`config.mk`:
```
export PLATFORM = sky130hd
export DESIGN_NAME = memory_access_controller
export DESIGN_NICKNAME = d
export VERILOG_FILES = /design/src/rtl/memory_access_controller_pkg.sv /design/src/rtl/memory_access_controller_addr_bus_mux.sv /design/src/rtl/memory_access_controller.sv
export SDC_FILE = /design/constraint.sdc
export NUM_CORES = 1
export LEC_CHECK = 0
export BUFFER_PORTS_ARGS = -buffer_cell sky130_fd_sc_hd__buf_2
export CORE_MARGIN = 5
export CORE_UTILIZATION = 45
export DETAILED_ROUTE_END_ITERATION = 7
export GPL_TIMING_DRIVEN = 0
export HOLD_SLACK_MARGIN = 0.03
export PLACE_DENSITY = 0.75
export SETUP_SLACK_MARGIN = 0.5
export SYNTH_ARGS = -nofsm -noshare
export SYNTH_HDL_FRONTEND = slang
export SYNTH_HIERARCHICAL = 1
export SYNTH_SLANG_ARGS = --single-unit
```
`constraint.sdc`:
```
create_clock -name clk -period 6 [get_ports clk]
set_input_delay 0 -clock clk [delete_from_list [all_inputs] [get_ports clk]]
set_output_delay 0 -clock clk [all_outputs]
set_load 0.05 [all_outputs]
```
`src/rtl/memory_access_controller_pkg.sv`:
```
// Shared types and widths for the memory access controller and its address mux.
package mem_ctrl_pkg;

    localparam int ADDR_W      = 16;
    localparam int PC_W        = 8;
    localparam int DATA_W      = 32;
    localparam int RAM_LAT_MIN = 1;
    localparam int RAM_LAT_MAX = 4;
    localparam int CNT_W       = 3;

    typedef enum logic [1:0] {
        ST_IDLE   = 2'd0,
        ST_ACCESS = 2'd1,
        ST_WAIT   = 2'd2,
        ST_RESP   = 2'd3
    } state_t;

    typedef enum logic {
        GRANT_FETCH = 1'b0,
        GRANT_DATA  = 1'b1
    } grant_t;

endpackage

```
`src/rtl/memory_access_controller_addr_bus_mux.sv`:
```
// RAM address-bus source select: registered data address or zero-extended PC.
module addr_bus_mux
    import mem_ctrl_pkg::*;
(
    input  logic              sel_add_bus,
    input  logic [PC_W-1:0]   pc,
    input  logic [ADDR_W-1:0] data_addr,
    output logic [ADDR_W-1:0] address_add_bus_out
);

    assign address_add_bus_out = sel_add_bus ? data_addr
                                             : {{(ADDR_W-PC_W){1'b0}}, pc};

endmodule

```
`src/rtl/memory_access_controller.sv`:
```
// Arbitrates instruction fetches and LDR/STR accesses onto a single RAM port.
//
// state  | meaning
// IDLE   | no transaction; arbitrate and register the granted request
// ACCESS | address on the bus for one cycle; write strobe for STR
// WAIT   | RAM_LAT-1 further cycles of read latency (down-counter)
// RESP   | one-cycle completion pulse, then back to IDLE
module memory_access_controller
    import mem_ctrl_pkg::*;
#(
    parameter int RAM_LAT = 1
) (
    input  logic              clk,
    input  logic              reset,
    input  logic              fetch_req,
    input  logic [PC_W-1:0]   pc_instr_access,
    input  logic              data_req,
    input  logic              data_we,
    input  logic [ADDR_W-1:0] data_addr,
    input  logic [DATA_W-1:0] data_wdata,
    input  logic [DATA_W-1:0] ram_rdata,
    output logic              sel_add_bus,
    output logic [ADDR_W-1:0] address_add_bus_out,
    output logic              ram_we,
    output logic [DATA_W-1:0] ram_wdata,
    output logic [DATA_W-1:0] instr_out,
    output logic              instr_valid,
    output logic [DATA_W-1:0] data_rdata,
    output logic              data_valid,
    output logic              busy
);

    state_t             state;
    grant_t             grant;
    grant_t             last_grant;
    logic [CNT_W-1:0]   cnt;
    logic [PC_W-1:0]    pc_q;
    logic [ADDR_W-1:0]  daddr_q;
    logic               we_q;
    logic               xfer;
    logic               grant_data;
    logic               any_req;
    logic               last_beat;
    logic [PC_W-1:0]    pc_bus;

    // Data normally wins; a fetch waiting behind a data grant gets the next turn.
    assign grant_data = data_req && !(last_grant == GRANT_DATA && fetch_req);
    assign any_req    = data_req || fetch_req;
    assign last_beat  = (state == ST_ACCESS && cnt == '0) ||
                        (state == ST_WAIT   && cnt == CNT_W'(1));

    // The PC captured at grant drives the bus for the whole transfer.
    assign pc_bus = xfer ? pc_q : pc_instr_access;

    addr_bus_mux u_addr_bus_mux (
        .sel_add_bus         (sel_add_bus),
        .pc                  (pc_bus),
        .data_addr           (daddr_q),
        .address_add_bus_out (address_add_bus_out)
    );

    always_ff @(posedge clk or posedge reset) begin
        if (reset) begin
            state       <= ST_IDLE;
            grant       <= GRANT_FETCH;
            last_grant  <= GRANT_FETCH;
            cnt         <= '0;
            pc_q        <= '0;
            daddr_q     <= '0;
            we_q        <= 1'b0;
            xfer        <= 1'b0;
            sel_add_bus <= 1'b0;
            ram_we      <= 1'b0;
            ram_wdata   <= '0;
            instr_out   <= '0;
            instr_valid <= 1'b0;
            data_rdata  <= '0;
            data_valid  <= 1'b0;
            busy        <= 1'b0;
        end else begin
            instr_valid <= 1'b0;
            data_valid  <= 1'b0;
            case (state)
                ST_IDLE: begin
                    if (any_req) begin
                        grant       <= grant_data ? GRANT_DATA : GRANT_FETCH;
                        last_grant  <= grant_data ? GRANT_DATA : GRANT_FETCH;
                        pc_q        <= pc_instr_access;
                        daddr_q     <= data_addr;
                        we_q        <= grant_data && data_we;
                        cnt         <= CNT_W'(RAM_LAT - 1);
                        xfer        <= 1'b1;
                        busy        <= 1'b1;
                        sel_add_bus <= grant_data;
                        ram_we      <= grant_data && data_we;
                        ram_wdata   <= (grant_data && data_we) ? data_wdata : '0;
                        state       <= ST_ACCESS;
                    end
                end
                ST_ACCESS: begin
                    ram_we    <= 1'b0;
                    ram_wdata <= '0;
                    if (cnt != '0) begin
                        state <= ST_WAIT;
                    end
                end
                ST_WAIT: begin
                    cnt <= cnt - CNT_W'(1);
                end
                ST_RESP: begin
                    busy  <= 1'b0;
                    state <= ST_IDLE;
                end
                default: state <= ST_IDLE;
            endcase

            if (last_beat) begin
                if (grant == GRANT_FETCH) begin
                    instr_out <= ram_rdata;
                end else if (!we_q) begin
                    data_rdata <= ram_rdata;
                end
                instr_valid <= (grant == GRANT_FETCH);
                data_valid  <= (grant == GRANT_DATA);
                sel_add_bus <= 1'b0;
                xfer        <= 1'b0;
                state       <= ST_RESP;
            end
        end
    end

endmodule

```
Yosys cells after proc, flatten, opt, wreduce, memory -nomap -nowiden

Index checks and enable logic that the tools add are counted.

Bits in registers: 133
Bits in latches: 0
RAM bits: 0
Memory bits (read-only): 0
Bits of input ports: 93
Output and inout bits: 117
Word-level logic and storage cells: 73
Memories kept: 0

$add $sub $neg: 1
Multiply operators: 0
Div/mod/pow operators: 0
$lt $le $gt $ge: 0
Equal/unequal tests: 7
Shifts and indexed selects: 0
Mux-type cells: 23
Bitwise operators: 2
Reductions and logical operators: 25

Operators with widths:

| kind                                                                   | count |
|---|---|
| 32-bit two-way mux                                                     | 2 |
| 32-bit case mux with 2 select lines                                    | 1 |
| 16-bit two-way mux                                                     | 1 |
| 2-bit AND reduction                                                    | 6 |
| 1-bit two-way mux                                                      | 10 |
| 2-bit nonzero test                                                     | 5 |
| 8-bit two-way mux                                                      | 1 |
| 2-bit two-way mux                                                      | 3 |
| 2-bit case mux with 3 select lines                                     | 1 |
| 3-bit case mux with 2 select lines                                     | 1 |
| 3-bit AND reduction                                                    | 2 |
| 1-bit logical AND                                                      | 5 |
| 2-bit equality test (second input constant)                            | 2 |
| 1-bit case mux with 2 select lines                                     | 2 |
| 4-bit nonzero test                                                     | 1 |
| 3-bit by 1-bit equality test with 1-bit output (second input constant) | 1 |
| 3-bit logical NOT                                                      | 1 |
| 3-bit two-way mux                                                      | 1 |
| 3-bit by 2-bit != test with 1-bit output (second input constant)       | 1 |
| 3-bit != test (second input constant)                                  | 1 |
| 3-bit nonzero test                                                     | 1 |
| 3-bit by 1-bit subtractor with 3-bit output (second input constant)    | 1 |
| 2-bit by 1-bit equality test with 1-bit output (second input constant) | 1 |
| 2-bit logical NOT                                                      | 1 |
| other kinds (4)                                                        | 6 |

Depth between registers and ports, before layout

Depth in word-level cells: 7
Depth in mapped cells: 7
Depth with buffers taken out: 6

Cells and area by module

The synthesis kept the hierarchy.

Modules (own cells, without submodules):

| module                   | times used | cells each | area an instance (sq um) | sequential area each (sq um) |
|---|---|---|---|---|
| memory_access_controller | 1          | 328        | 5195.0                   | 3328.2 |
| addr_bus_mux             | 1          | 18         | 170.2                    | 0.0 |

Worst setup path before layout

Ideal clock, no wire load.

Path type: register -> register
Start point: reg state[1]
End point: reg data_rdata[20]
Setup time: 125 ps
Arrival time: 1671 ps
Required time: 5875 ps
Slack: 4204 ps
Stages on the path, launching flop included: 7
Buffers on the path: 1
Clock period less this slack: 1796 ps
Path through: dfrtp_1 -> inv_1 -> ha_1 -> nand2_2 -> a21oi_2 -> buf_4 -> mux2_2

Word-level cells in the longest chain between the ends: 4
Elaborated cells on any way between the ends: 6
Those cells by class: 2 x eq/ne; 4 x reduce/logical

RTL lines:

| element                                                                               | line                                                           | text |
|---|---|---|
| from (decl)                                                                           | memory_access_controller.sv:33                                 | `state_t state;` |
| from (signal assigned)                                                                | memory_access_controller.sv:64                                 | `state <= ST_IDLE;` |
| from (signal assigned)                                                                | memory_access_controller.sv:97                                 | `state <= ST_ACCESS;` |
| from (signal assigned)                                                                | memory_access_controller.sv:104                                | `state <= ST_WAIT;` |
| 2-bit by 1-bit equality test with 1-bit output or 2-bit equality test (tied branches) | memory_access_controller.sv:49, memory_access_controller.sv:50 |  |
| 1-bit logical AND (on tied branches)                                                  | memory_access_controller.sv:49, memory_access_controller.sv:50 |  |
| 1-bit logical OR (*)                                                                  | memory_access_controller.sv:49                                 | `assign last_beat = (state == ST_ACCESS && cnt == '0) \|\|` |
| 3-bit AND reduction (no line) (*)                                                     | --                                                             |  |
| to (signal assigned)                                                                  | memory_access_controller.sv:121                                | `data_rdata <= ram_rdata;` |
| to (decl)                                                                             | memory_access_controller.sv:28                                 | `output logic [DATA_W-1:0] data_rdata,` |

Mark *: on every way between the ends. The rest lies on a longest branch, timed or not.
A chain may end at the register's enable or synchronous reset.

Final worst setup path

Start point: reg state[0]
End point: reg we_q

Word-level cells in the longest chain between the ends: 2

RTL lines:

| element                       | line                           | text |
|---|---|---|
| 2-bit logical NOT             | memory_access_controller.sv:83 | `case (state)` |
| 2-bit AND reduction (no line) | --                             |  |
| to (signal assigned)          | memory_access_controller.sv:90 | `we_q <= grant_data && data_we;` |
| to (decl)                     | memory_access_controller.sv:39 | `logic we_q;` |

Every way passes these cells.

==> run metrics <==
total wire length=about 14,000 microns; drt wl/cell=between 15 and 20 microns; CP endpoint kind=flip-flop; DR vias=4,056; antenna-violating nets left=0; Max clock buf depth=2; Hold-fix buffers, CTS=93; Syn-to-layout area delta=51.5%; final core utilization=70.3%; area leader, netlist=dfrtp_1; Global Route Usage Sum=20.1%; largest net degree at the start of global routing=105; clk_lat worst skew=approximately 400 ps; status=completed; EDFF count, synth=0; worst reg2reg path depth=7; post-CTS sizing=0; hold_sp=data_req; Root Buffer Master=clkbuf_16; final hold violations=0; CTS tree=yes; dpl hpwl=around 8800 microns; vias per cell=4.93; fin. max-slew vios=0; share of Yosys cell area claimed by the top area cell type=between 60% and 70%; minimum clock period=between 2000 and 2500 ps; nets@finish=769; main area contributors after synthesis=dfrtp_1 (62%), mux2_2 (21%), a22o_1 (4.7%); pwr dens=about 640 nW/um^2; reg2reg setup slack=around 3800 ps; critical path launch point=state[0]; CP required=approximately 6300 ps; cell count after synthesis=346; startpoint types=flip-flop; Post-Syn Area=5370 sq um; Distinct cells, synth=36; drt pass-1 iters=4; cell area after layout=8130 sq um; CORE AREA=11,600 sq um; Initial Utilization=a little under half; top post-synthesis cells by count=dfrtp_1 (133), mux2_2 (99), a22o_1 (29); fin crit share=a little over a third; DIE AREA=14,200 sq um; Hold Crit Depth=4; FF+latch count, synth=133; initial drt markers=239; Tightest Pin Transition=517 ps; Die X=119 microns; net count after synthesis=447; die span in y=between 100 and 150 microns; io pins=210; Power Total=5.23 mW; TNS Setup=0 ps; ys flop type=dfrtp_1; Min Hold Slack=99.2 ps; RSZ-0062 raised after global routing=no; kind of critical path=reg2reg; placed cell areas=6620 sq um; first-pass GRT wire length=22,600 microns; static leakage power=4.05 nW; Worst Hold Class=in2reg; gp weighted congestion=0.745; Num CTS Buffers=17; Max Cap Violations=0; Async SR Flop Fraction=100%; number of diodes=0; # H-tree levels=4; sequential share of the synthesized area=between 60% and 70%; Remaining Overflow, GRT=0; CTS sink count=133; drt drc=0; port bufs=209; crit-path max FO=10; most frequent cell after synthesis=dfrtp_1; share of layout cells above drive strength 1=53.8%; post-CTS setup buffer count=0; Max Clock Freq=457 MHz; Final setup viols=0; row count=39; Yosys warning count=6; Avg Inst Size Synth=15.5 sq um; VDD IR max=0.000305 V; Post-Route Skew=10.7 ps; CTS clk-pin slew, worst paths=50 ps; WP data arrival=2530 ps; antenna violations before repair=0; relative slew slack=~66%; vias in the first global route=~4,500; reg2reg start=state[0]
-- final cells by class --
class / instances / area [sq um]
timing repair buffer: 303 / 2000
multi-input combinational: 186 / 1860
buffer: 18 / 140
tap: 143 / 179
clock buffer: 22 / 474
inverter: 9 / 38.8
sequential: 133 / 3330
fill: 749 / 3430
clock inverter: 9 / 103
-- layer usage --
metal / track usage [%] / wire length (microns) / share of wire, % / vias up
li1: - / - / - / 1889
met1: 23.6 / 5610 / 41 / 1998
met2: 34.8 / 7060 / 51 / 151
met3: 6.30 / 922 / 6.7 / 18
met4: 6.95 / 230 / 1.7 / 0
met5: 0 / 0 / 0 / -
-- registers in the layout, summed over array words and instances (netlist names) --
signal       cells
pc_q             8
xfer             1
ram_wdata       32
daddr_q         16
data_valid       1
busy             1
ram_we           1
we_q             1
sel_add_bus      1
state            2
last_grant       1
data_rdata      32
instr_out       32
cnt              3
instr_valid      1
-- worst paths after layout --
path                                  end
max in group asynchronous   ram_wdata[16]
setup reg to reg                     we_q
hold / removal                       busy
hold reg to reg            data_rdata[23]
min in group asynchronous     instr_valid
setup / recovery                     we_q
-- worst max-delay path, stage by stage, from the launching register on --
cell	delay, ps
dfrtp_1	430
inv_1	90
ha_1	310
o21ai_2	240
buf_2	340
nand2_1	90
o31ai_1	60
dlygate4sd3_1	580
-- per-stage QoR --
stage	cells	setup WS (ps)
2_1_floorplan	346	2450
3_3_place_gp	698	1180
3_5_place_dp	699	3850
4_1_cts	823	3820
5_1_grt	823	3710
6_report	823	3810
-- power breakdown --
group / leakage (nW) / internal (mW) / switching [mW]
Sequential: 1.65 / 1.29 / 0.201
Clock: 0.278 / 0.639 / 0.364
Combinational: 2.12 / 0.889 / 1.84
-- placed cells by master, fill, tap and decap left out, types with 4 or more instances in the layout --
master and count:
nand2_1 7, dfrtp_1 133, buf_4 6, clkinv_2 4, a22o_1 29, ha_1 8, clkbuf_1 4, buf_2 213
clkbuf_16 17, mux2_2 99, inv_1 8, buf_6 6, dlygate4sd3_1 93, and2_1 10
-- kinds of logic (layout without fill, tap and decap cells) --
kind of cell / Yosys count / count (layout) / synth area share, %
AOI/OAI and AO/OA: 48 / 48 / 7.84
adders and majority gates: 8 / 8 / 1.87
buffers and inverters: 27 / 361 / 3.24
DFF: 133 / 133 / 62.0
muxes: 105 / 105 / 22.2
and+or+nand+nor: 25 / 25 / 2.87
Power figures use the tool's default switching activity.
